[src/rtl/zork_pkg.sv]
// Shared keypad types for the zork top level: debounce states, key code width, named game keys.
// Key codes are {row[1:0], col[1:0]} on a 1-2-3-A / 4-5-6-B / 7-8-9-C / *-0-#-D layout.
package zork_pkg;

    localparam int KEY_W = 4;

    typedef logic [KEY_W-1:0] key_code_t;

    typedef enum logic [1:0] {
        IDLE,
        CANDIDATE,
        PRESSED,
        RELEASE
    } deb_state_t;

    localparam key_code_t KEY_UP     = 4'h1;  // "2"
    localparam key_code_t KEY_LEFT   = 4'h4;  // "4"
    localparam key_code_t KEY_ACTION = 4'h5;  // "5"
    localparam key_code_t KEY_RIGHT  = 4'h6;  // "6"
    localparam key_code_t KEY_DOWN   = 4'h9;  // "8"
    localparam key_code_t KEY_BACK   = 4'hC;  // "*"
    localparam key_code_t KEY_ENTER  = 4'hE;  // "#"

    function automatic key_code_t make_code(input logic [1:0] row, input logic [1:0] col);
        return {row, col};
    endfunction

    // Lowest set column wins; only meaningful when at least one bit is set.
    function automatic logic [1:0] first_col(input logic [3:0] cols);
        if (cols[0]) return 2'd0;
        if (cols[1]) return 2'd1;
        if (cols[2]) return 2'd2;
        return 2'd3;
    endfunction

endpackage

[src/rtl/sync_2ff.sv]
// Two-flop synchronizer for asynchronous level inputs; 2-cycle latency, no backpressure.
module sync_2ff #(
    parameter int WIDTH = 1
) (
    input  logic             clk,
    input  logic             rst_n,
    input  logic [WIDTH-1:0] d,
    output logic [WIDTH-1:0] q
);

    logic [WIDTH-1:0] meta;
    logic [WIDTH-1:0] stable;

    always_ff @(posedge clk or negedge rst_n) begin
        if (!rst_n) begin
            meta   <= '0;
            stable <= '0;
        end else begin
            meta   <= d;
            stable <= meta;
        end
    end

    assign q = stable;

endmodule

[src/rtl/keypad_scanner.sv]
// 4x4 keypad scanner: one-hot row drive, synchronized column sampling, per-scan debounce.
// Press pulse lands on the scan-end cycle of the DEBOUNCE_SCANS-th agreeing scan; no backpressure.
module keypad_scanner
    import zork_pkg::*;
#(
    parameter int ROW_CYCLES     = 50000,
    parameter int DEBOUNCE_SCANS = 4
) (
    input  logic             clk_50MHz_i,
    input  logic             rst_async_la_i,
    input  logic [3:0]       columns_i,
    output logic [3:0]       rows_o,
    output logic [KEY_W-1:0] key_code_o,
    output logic             key_valid_o,
    output logic             key_held_o
);

    localparam int DWELL_W = $clog2(ROW_CYCLES);
    localparam int CNT_W   = $clog2(DEBOUNCE_SCANS + 1);

    localparam logic [DWELL_W-1:0] DWELL_LAST = DWELL_W'(ROW_CYCLES - 1);
    localparam logic [CNT_W-1:0]   CNT_DONE   = CNT_W'(DEBOUNCE_SCANS);
    localparam logic [CNT_W-1:0]   CNT_ONE    = CNT_W'(1);

    logic [3:0]         cols_sync;
    logic [DWELL_W-1:0] dwell;
    logic [1:0]         row_idx;
    logic [1:0]         row_nxt;
    logic [3:0]         rows_q;

    logic               sample;
    logic               scan_end;
    logic               row_hit;
    key_code_t          row_code;

    logic               acc_found;
    key_code_t          acc_code;
    logic               scan_found;
    key_code_t          scan_code;

    deb_state_t         state;
    deb_state_t         state_nxt;
    key_code_t          cand;
    key_code_t          cand_nxt;
    logic [CNT_W-1:0]   cnt;
    logic [CNT_W-1:0]   cnt_nxt;
    logic [CNT_W-1:0]   cnt_inc;
    key_code_t          code_q;
    key_code_t          code_nxt;
    logic               held_q;
    logic               held_nxt;
    logic               valid_c;

    sync_2ff #(
        .WIDTH (4)
    ) u_col_sync (
        .clk   (clk_50MHz_i),
        .rst_n (rst_async_la_i),
        .d     (columns_i),
        .q     (cols_sync)
    );

    assign sample   = (dwell == DWELL_LAST);
    assign scan_end = sample && (row_idx == 2'd3);
    assign row_nxt  = row_idx + 2'd1;
    assign row_hit  = |cols_sync;
    assign row_code = make_code(row_idx, first_col(cols_sync));

    // Row 3's sample is folded in combinationally so the debounce sees the whole scan on scan_end.
    assign scan_found = acc_found | row_hit;
    assign scan_code  = acc_found ? acc_code : row_code;

    always_ff @(posedge clk_50MHz_i or negedge rst_async_la_i) begin
        if (!rst_async_la_i) begin
            dwell   <= '0;
            row_idx <= 2'd0;
            rows_q  <= 4'b0001;
        end else if (sample) begin
            dwell   <= '0;
            row_idx <= row_nxt;
            rows_q  <= 4'b0001 << row_nxt;
        end else begin
            dwell   <= dwell + DWELL_W'(1);
        end
    end

    always_ff @(posedge clk_50MHz_i or negedge rst_async_la_i) begin
        if (!rst_async_la_i) begin
            acc_found <= 1'b0;
            acc_code  <= '0;
        end else if (scan_end) begin
            acc_found <= 1'b0;
            acc_code  <= '0;
        end else if (sample && row_hit && !acc_found) begin
            acc_found <= 1'b1;
            acc_code  <= row_code;
        end
    end

    assign cnt_inc = (cnt == CNT_DONE) ? cnt : cnt + CNT_ONE;

    always_comb begin
        state_nxt = state;
        cand_nxt  = cand;
        cnt_nxt   = cnt;
        code_nxt  = code_q;
        held_nxt  = held_q;
        valid_c   = 1'b0;
        if (scan_end) begin
            case (state)
                IDLE: begin
                    if (scan_found) begin
                        state_nxt = CANDIDATE;
                        cand_nxt  = scan_code;
                        cnt_nxt   = CNT_ONE;
                    end
                end
                CANDIDATE: begin
                    if (!scan_found) begin
                        state_nxt = IDLE;
                        cnt_nxt   = '0;
                    end else if (scan_code == cand) begin
                        cnt_nxt = cnt_inc;
                        if (cnt_inc == CNT_DONE) begin
                            state_nxt = PRESSED;
                            code_nxt  = cand;
                            held_nxt  = 1'b1;
                            valid_c   = 1'b1;
                        end
                    end else begin
                        cand_nxt = scan_code;
                        cnt_nxt  = CNT_ONE;
                    end
                end
                PRESSED: begin
                    // A different key without an intervening release is deliberately ignored.
                    if (!scan_found) begin
                        state_nxt = RELEASE;
                        cnt_nxt   = CNT_ONE;
                    end
                end
                RELEASE: begin
                    if (scan_found) begin
                        state_nxt = PRESSED;
                    end else begin
                        cnt_nxt = cnt_inc;
                        if (cnt_inc == CNT_DONE) begin
                            state_nxt = IDLE;
                            held_nxt  = 1'b0;
                            cnt_nxt   = '0;
                        end
                    end
                end
                default: begin
                    state_nxt = IDLE;
                end
            endcase
        end
    end

    always_ff @(posedge clk_50MHz_i or negedge rst_async_la_i) begin
        if (!rst_async_la_i) begin
            state  <= IDLE;
            cand   <= '0;
            cnt    <= '0;
            code_q <= '0;
            held_q <= 1'b0;
        end else begin
            state  <= state_nxt;
            cand   <= cand_nxt;
            cnt    <= cnt_nxt;
            code_q <= code_nxt;
            held_q <= held_nxt;
        end
    end

    assign rows_o      = rows_q;
    assign key_code_o  = code_q;
    assign key_valid_o = valid_c;
    assign key_held_o  = held_q;

endmodule

[config.mk]
export PLATFORM = sky130hd
export DESIGN_NAME = keypad_scanner
export DESIGN_NICKNAME = d
export VERILOG_FILES = /design/src/rtl/zork_pkg.sv /design/src/rtl/sync_2ff.sv /design/src/rtl/keypad_scanner.sv
export SDC_FILE = /design/constraint.sdc
export NUM_CORES = 1
export LEC_CHECK = 0
export ABC_AREA = 1
export BUFFER_PORTS_ARGS = -buffer_cell sky130_fd_sc_hd__buf_4
export CAP_MARGIN = 10
export CORE_ASPECT_RATIO = 1.5
export CORE_MARGIN = 2
export CORE_UTILIZATION = 55
export CTS_CLUSTER_DIAMETER = 100
export CTS_CLUSTER_SIZE = 25
export DETAILED_ROUTE_END_ITERATION = 10
export GPL_TIMING_DRIVEN = 0
export PLACE_DENSITY_LB_ADDON = 0.15
export SETUP_SLACK_MARGIN = 0.1
export SLEW_MARGIN = 10
export SYNTH_ARGS = -nofsm -noshare
export SYNTH_HDL_FRONTEND = slang
export SYNTH_SLANG_ARGS = --single-unit
[constraint.sdc]
create_clock -name clk_50MHz_i -period 2.4 [get_ports clk_50MHz_i]
set_input_delay 0.24 -clock clk_50MHz_i [delete_from_list [all_inputs] [get_ports clk_50MHz_i]]
set_output_delay 0.24 -clock clk_50MHz_i [all_outputs]
set_load 0.01 [all_outputs]
After elaboration in Yosys (flattened, before gate mapping)
Index checks and enable logic that the tools add are counted.
Widths: inputs -> output; s select.

word-level totals
  bits in registers = 49
  output and inout bits = 10

operators by class
  $add $sub $neg = 3
  equality and inequality tests = 19
  shifts and indexed selects = 1
  mux-type cells = 49
  bitwise operators = 1
  reduce and logical (&&, ||, !) cells = 14

operators by type and width
  kind                   number
  $mux 2                 13
  $mux 4                 6
  $mux 3                 7
  $mux 1                 18
  $add 16x1->16 const B  1
  $eq 16x16->1 const B   1
  $mux 16                1
  $ne 2x2->1 const B     8
  $pmux 3 s4             1
  $reduce_and 5->1       2
  $ne 3x3->1 const B     3
  $pmux 2 s4             1
  $pmux 4 s2             1
  $reduce_and 7->1       1
  $eq 2x2->1 const B     3
  $eq 3x3->1 const B     2
  $reduce_and 6->1       1
  $reduce_bool 2->1      3
  $eq 4x4->1             1
  $reduce_and 4->1       1
  $reduce_or 4->1        1
  $shl 1x2->4 const A    1
  $add 3x1->3 const B    1
  $logic_and 1x1->1      3
  6 further kinds        6

Longest topological paths before layout
  depth in word-level cells = 13
  mapped depth = 13
  depth with buffers taken out = 12

By module
From an unflattened synthesis, not the netlist that was laid out.

second synthesis, totals
  cells, all modules = 332
  area total of the unflattened synthesis = 2617.5 um^2

modules (own cells, without submodules)
  module          instances  cells an instance  area an instance (um^2)  sequential area each (um^2)
  keypad_scanner  1          324                2417.3                   1027.2
  sync_2ff        1          8                  200.2                    200.2

Worst setup path after synthesis
No wires, ideal clock.

  path type = register to output
  start point = reg acc_found
  end point = out key_valid_o
  data arrival time = 1.459 ns
  slack = 0.701 ns
  stages on the path, launching flop included = 11
  path buffers = 1
  path through = dfrtp_1 > buf_6 > inv_2 > o21ai_1 > nand2_1 > nand2_1 > nand2_1 > nand3_2 > nor2_1 > nand2_1 > nor3_1

between the ends
  longest elaborated chain between the ends = 6

ends and longest elaborated chain
  what                    RTL line               RTL
  start, declared         keypad_scanner.sv:36   logic acc_found;
  start signal, assigned  keypad_scanner.sv:89   acc_found <= 1'b0;
  start signal, assigned  keypad_scanner.sv:92   acc_found <= 1'b0;
  start signal, assigned  keypad_scanner.sv:95   acc_found <= 1'b1;
  $mux 4                  keypad_scanner.sv:71   assign scan_code = acc_found ? acc_code : row_code;
  $eq 4x4->1              keypad_scanner.sv:122  end else if (scan_code == cand) begin
  $mux 1                  keypad_scanner.sv:122
  $mux 1 (*)              keypad_scanner.sv:119  if (!scan_found) begin
  $mux 1 (*)              keypad_scanner.sv:110  case (state)
  $mux 1 (*)              keypad_scanner.sv:109  if (scan_end) begin
  end, declared           keypad_scanner.sv:14   output logic key_valid_o,

Every way passes the cells marked *; elsewhere a longest branch is shown, timed or not.

Worst setup path in the final report
Same ends and word-level chain as after synthesis.

==> impl_metrics.json <==
{
  "initial_core_util_pct": 56.2,
  "die_x_um": 61.0,
  "finalCriticalPeriod_ns": 2.10,
  "chipHeight_um": 89.5,
  "grt_overflow": 0,
  "worst-slew-pin-transition_ns": 0.626,
  "synth_top_area_cell": "dfrtp_1",
  "syn2layout_area_growth_pct": 12.2,
  "cp_num_cells": 11,
  "grt_pass1_wl_mm": 8.54,
  "yosysUniqueCellTypes": 33,
  "fin_setup_tns_ns": 0,
  "syn_inst": 336,
  "utilization_pct": 63.1,
  "final_common_cell": "nand2_1",
  "setup_viol": 0,
  "p_per_area_nw_per_um2": 456,
  "min_from": "columns_i[2]",
  "holdPathEnd": "u_col_sync.meta[2]",
  "clk_pin_slew_ns": 0.09,
  "cts_tree": "yes",
  "final_cell_mix": "nand2_1, dfrtp_1, inv_1, nor2_1, nand3_1",
  "maxCapViolations": 0,
  "max_clock_freq_ghz": 0.475,
  "dpl_cell_area_um2": 2880,
  "power_mw": 1.37,
  "post-place-ws_ns": 0.500,
  "yosysWarnings": 0,
  "std_cell_rows": 31,
  "num-fill-cells": 447,
  "place_hpwl_mm": 3.76,
  "crit_path_start_kind": "flip-flop",
  "core-area_um2": 4770,
  "dieArea_um2": 5460,
  "root_buffer": "clkbuf_8",
  "layout.nets": 374,
  "path_max_fanout": 8,
  "synth_area_leaders": "dfrtp_1, nand2_1, inv_1, nand3_1, nor2_1",
  "cp_slowest_cell": "dfrtp_1",
  "path_class": "flip-flop to output port",
  "ir_drop_mv": 0.410,
  "cp_num_buf_inv": 3,
  "rrSetupSlack_ns": 0.60,
  "fin_hold_ws_ns": 0.0357,
  "wl_per_cell_um": 11.7,
  "stdcell_count": 427,
  "max_stage_delay_ns": 0.38,
  "cts.path.max_buffers": 2,
  "ys_seq_area_share_pct": 45.8,
  "final_area_um2": 3010,
  "dp.cells": 417,
  "cts_htree_levels": 2,
  "p_leak_nw": 1.50,
  "route.detailed.drc": 0,
  "r2r_cells": 12,
  "status": "complete, no violations",
  "grt_pass1_vias": 1998,
  "critical_path_arrival_ns": 1.86,
  "drive_gt1_share_pct": 17.2,
  "worstReg2RegStart": "cnt[0]",
  "rsz0062_at_grt": "false",
  "hp-class": "input pin to flip-flop",
  "hold-path-cell-count": 1,
  "yosys_register_bits": 49,
  "grt_start_max_net_pins": 50,
  "required_ns": 2.16,
  "antenna_found_initial": 0,
  "vias": 2131,
  "clkSinkCount": 49,
  "critPathTopFamily": "simple AND/OR/NAND/NOR gates",
  "hold_viol": 0,
  "fin_worst_skew_ns": 0.00804,
  "portBuffers": 15,
  "dr.pass1.iters": 4,
  "syn_nets": 350,
  "clock_latency_ns": 0.31,
  "setup_slack_ns": 0.296,
  "netlist.area_leader.share_pct": 44.8,
  "finalCritPeriodShare_pct": 87.7,
  "avgSynthCellArea_um2": 7.98,
  "vias_per_cell": 4.99,
  "track_usage_pct": 20.8,
  "pin_count": 16,
  "totalWireLength_mm": 5.01,
  "crit_top_cell": "nand2_1",
  "drtIter0Drc": 122,
  "place.gp.congestion": 0.871,
  "netlist_area_um2": 2680,
  "antenna_left": 0,
  "cts_made_buffers": 5,
  "slew_viol_final": 0,
  "crit_chain": "buf_6, inv_2, nand2_1, nand3_1, nand2_1, nor2_4, nand3_4, nor2_4, nand2_1, nor3_2, buf_4",
  "end_kind": "output port",
  "antenna_cells": 0,
  "relSlewSlack_pct": 58.3
}
-- flip-flops by register name, summed over array words and instances (netlist names), 3 cells and up, named ones only --
register / cells
acc_code: 4
cand: 4
cnt: 3
dwell: 16
key_code_o: 4
rows_o: 4
u_col_sync.meta: 4
u_col_sync.q: 4
-- synthesized netlist by cell type (all sizes together) --
cell type  count
nand2        106
inv           49
dfrtp         48
nor2          40
nand3         29
o21ai         14
nand4         13
a21oi         11
ha             8
nor3           5
xor2           5
buf            2
clkinv         1
dfstp          1
nand3b         1
nor4           1
or3            1
xnor2          1
-- area by class of cell --
class / count / area (um2) / area share (%)
Clock buffer: 5 / 68.8 / 2.29
Timing Repair Buffer: 17 / 130 / 4.32
Buffer: 2 / 26.3 / 0.873
Inverter: 50 / 188 / 6.24
Multi-Input combinational cell: 235 / 1260 / 42.0
Sequential cell: 49 / 1230 / 40.8
Tap cell: 66 / 82.6 / 2.74
Clock inverter: 3 / 21.3 / 0.707
-- cells by family after synthesis --
group           Yosys count  share of synthesized area (%)
simple gates            196                           35.6
buf+inv                  52                           7.98
flops                    49                           45.8
compound gates           25                           4.95
fa+ha+maj                 8                           3.73
xor+xnor                  6                           1.96
-- worst max-delay path by stage --
stage | from | slack [ns] | end
floorplan | acc_found | 0.70 | key_valid_o
global placement | row_idx[1] | 0.49 | key_valid_o
detailed placement | row_idx[1] | 0.50 | key_valid_o
CTS | row_idx[1] | 0.15 | key_valid_o
global route | acc_found | 0.10 | key_valid_o
finish | acc_found | 0.30 | key_valid_o
-- power by group --
group          internal, mW  switching [mW]  leakage, nW
clock network         0.207           0.289       0.0445
registers             0.832         0.00272        0.648
logic                0.0115          0.0309        0.808
-- metal layers --
metal  wire length [um]  track usage [%]
met5                  0                0
met1               2000             22.2
met3                 86             3.62
met4                121             9.88
met2               2800             38.4
-- worst reg2reg max path, stage by stage, from the launching register on --
cell and delay (ns):
dfrtp_1 0.42, inv_1 0.08, ha_1 0.21, nand2_1 0.08
nand2_1 0.05, nand2_1 0.14, nand3_1 0.20, nand3_1 0.17
inv_1 0.06, nor2_2 0.12, nand3_1 0.08, nand2_1 0.06
nand2_1 0.04
-- what timing repair did --
item / in CTS / in global routing
hold buffers: 1 / 0
resized for setup: 0 / 7
endpoints found under the setup margin: 0 / 1
buffers inserted: 0 / 1
hold endpoints to repair: 48 / 0
Note: power is estimated with default switching activity, not from simulation.
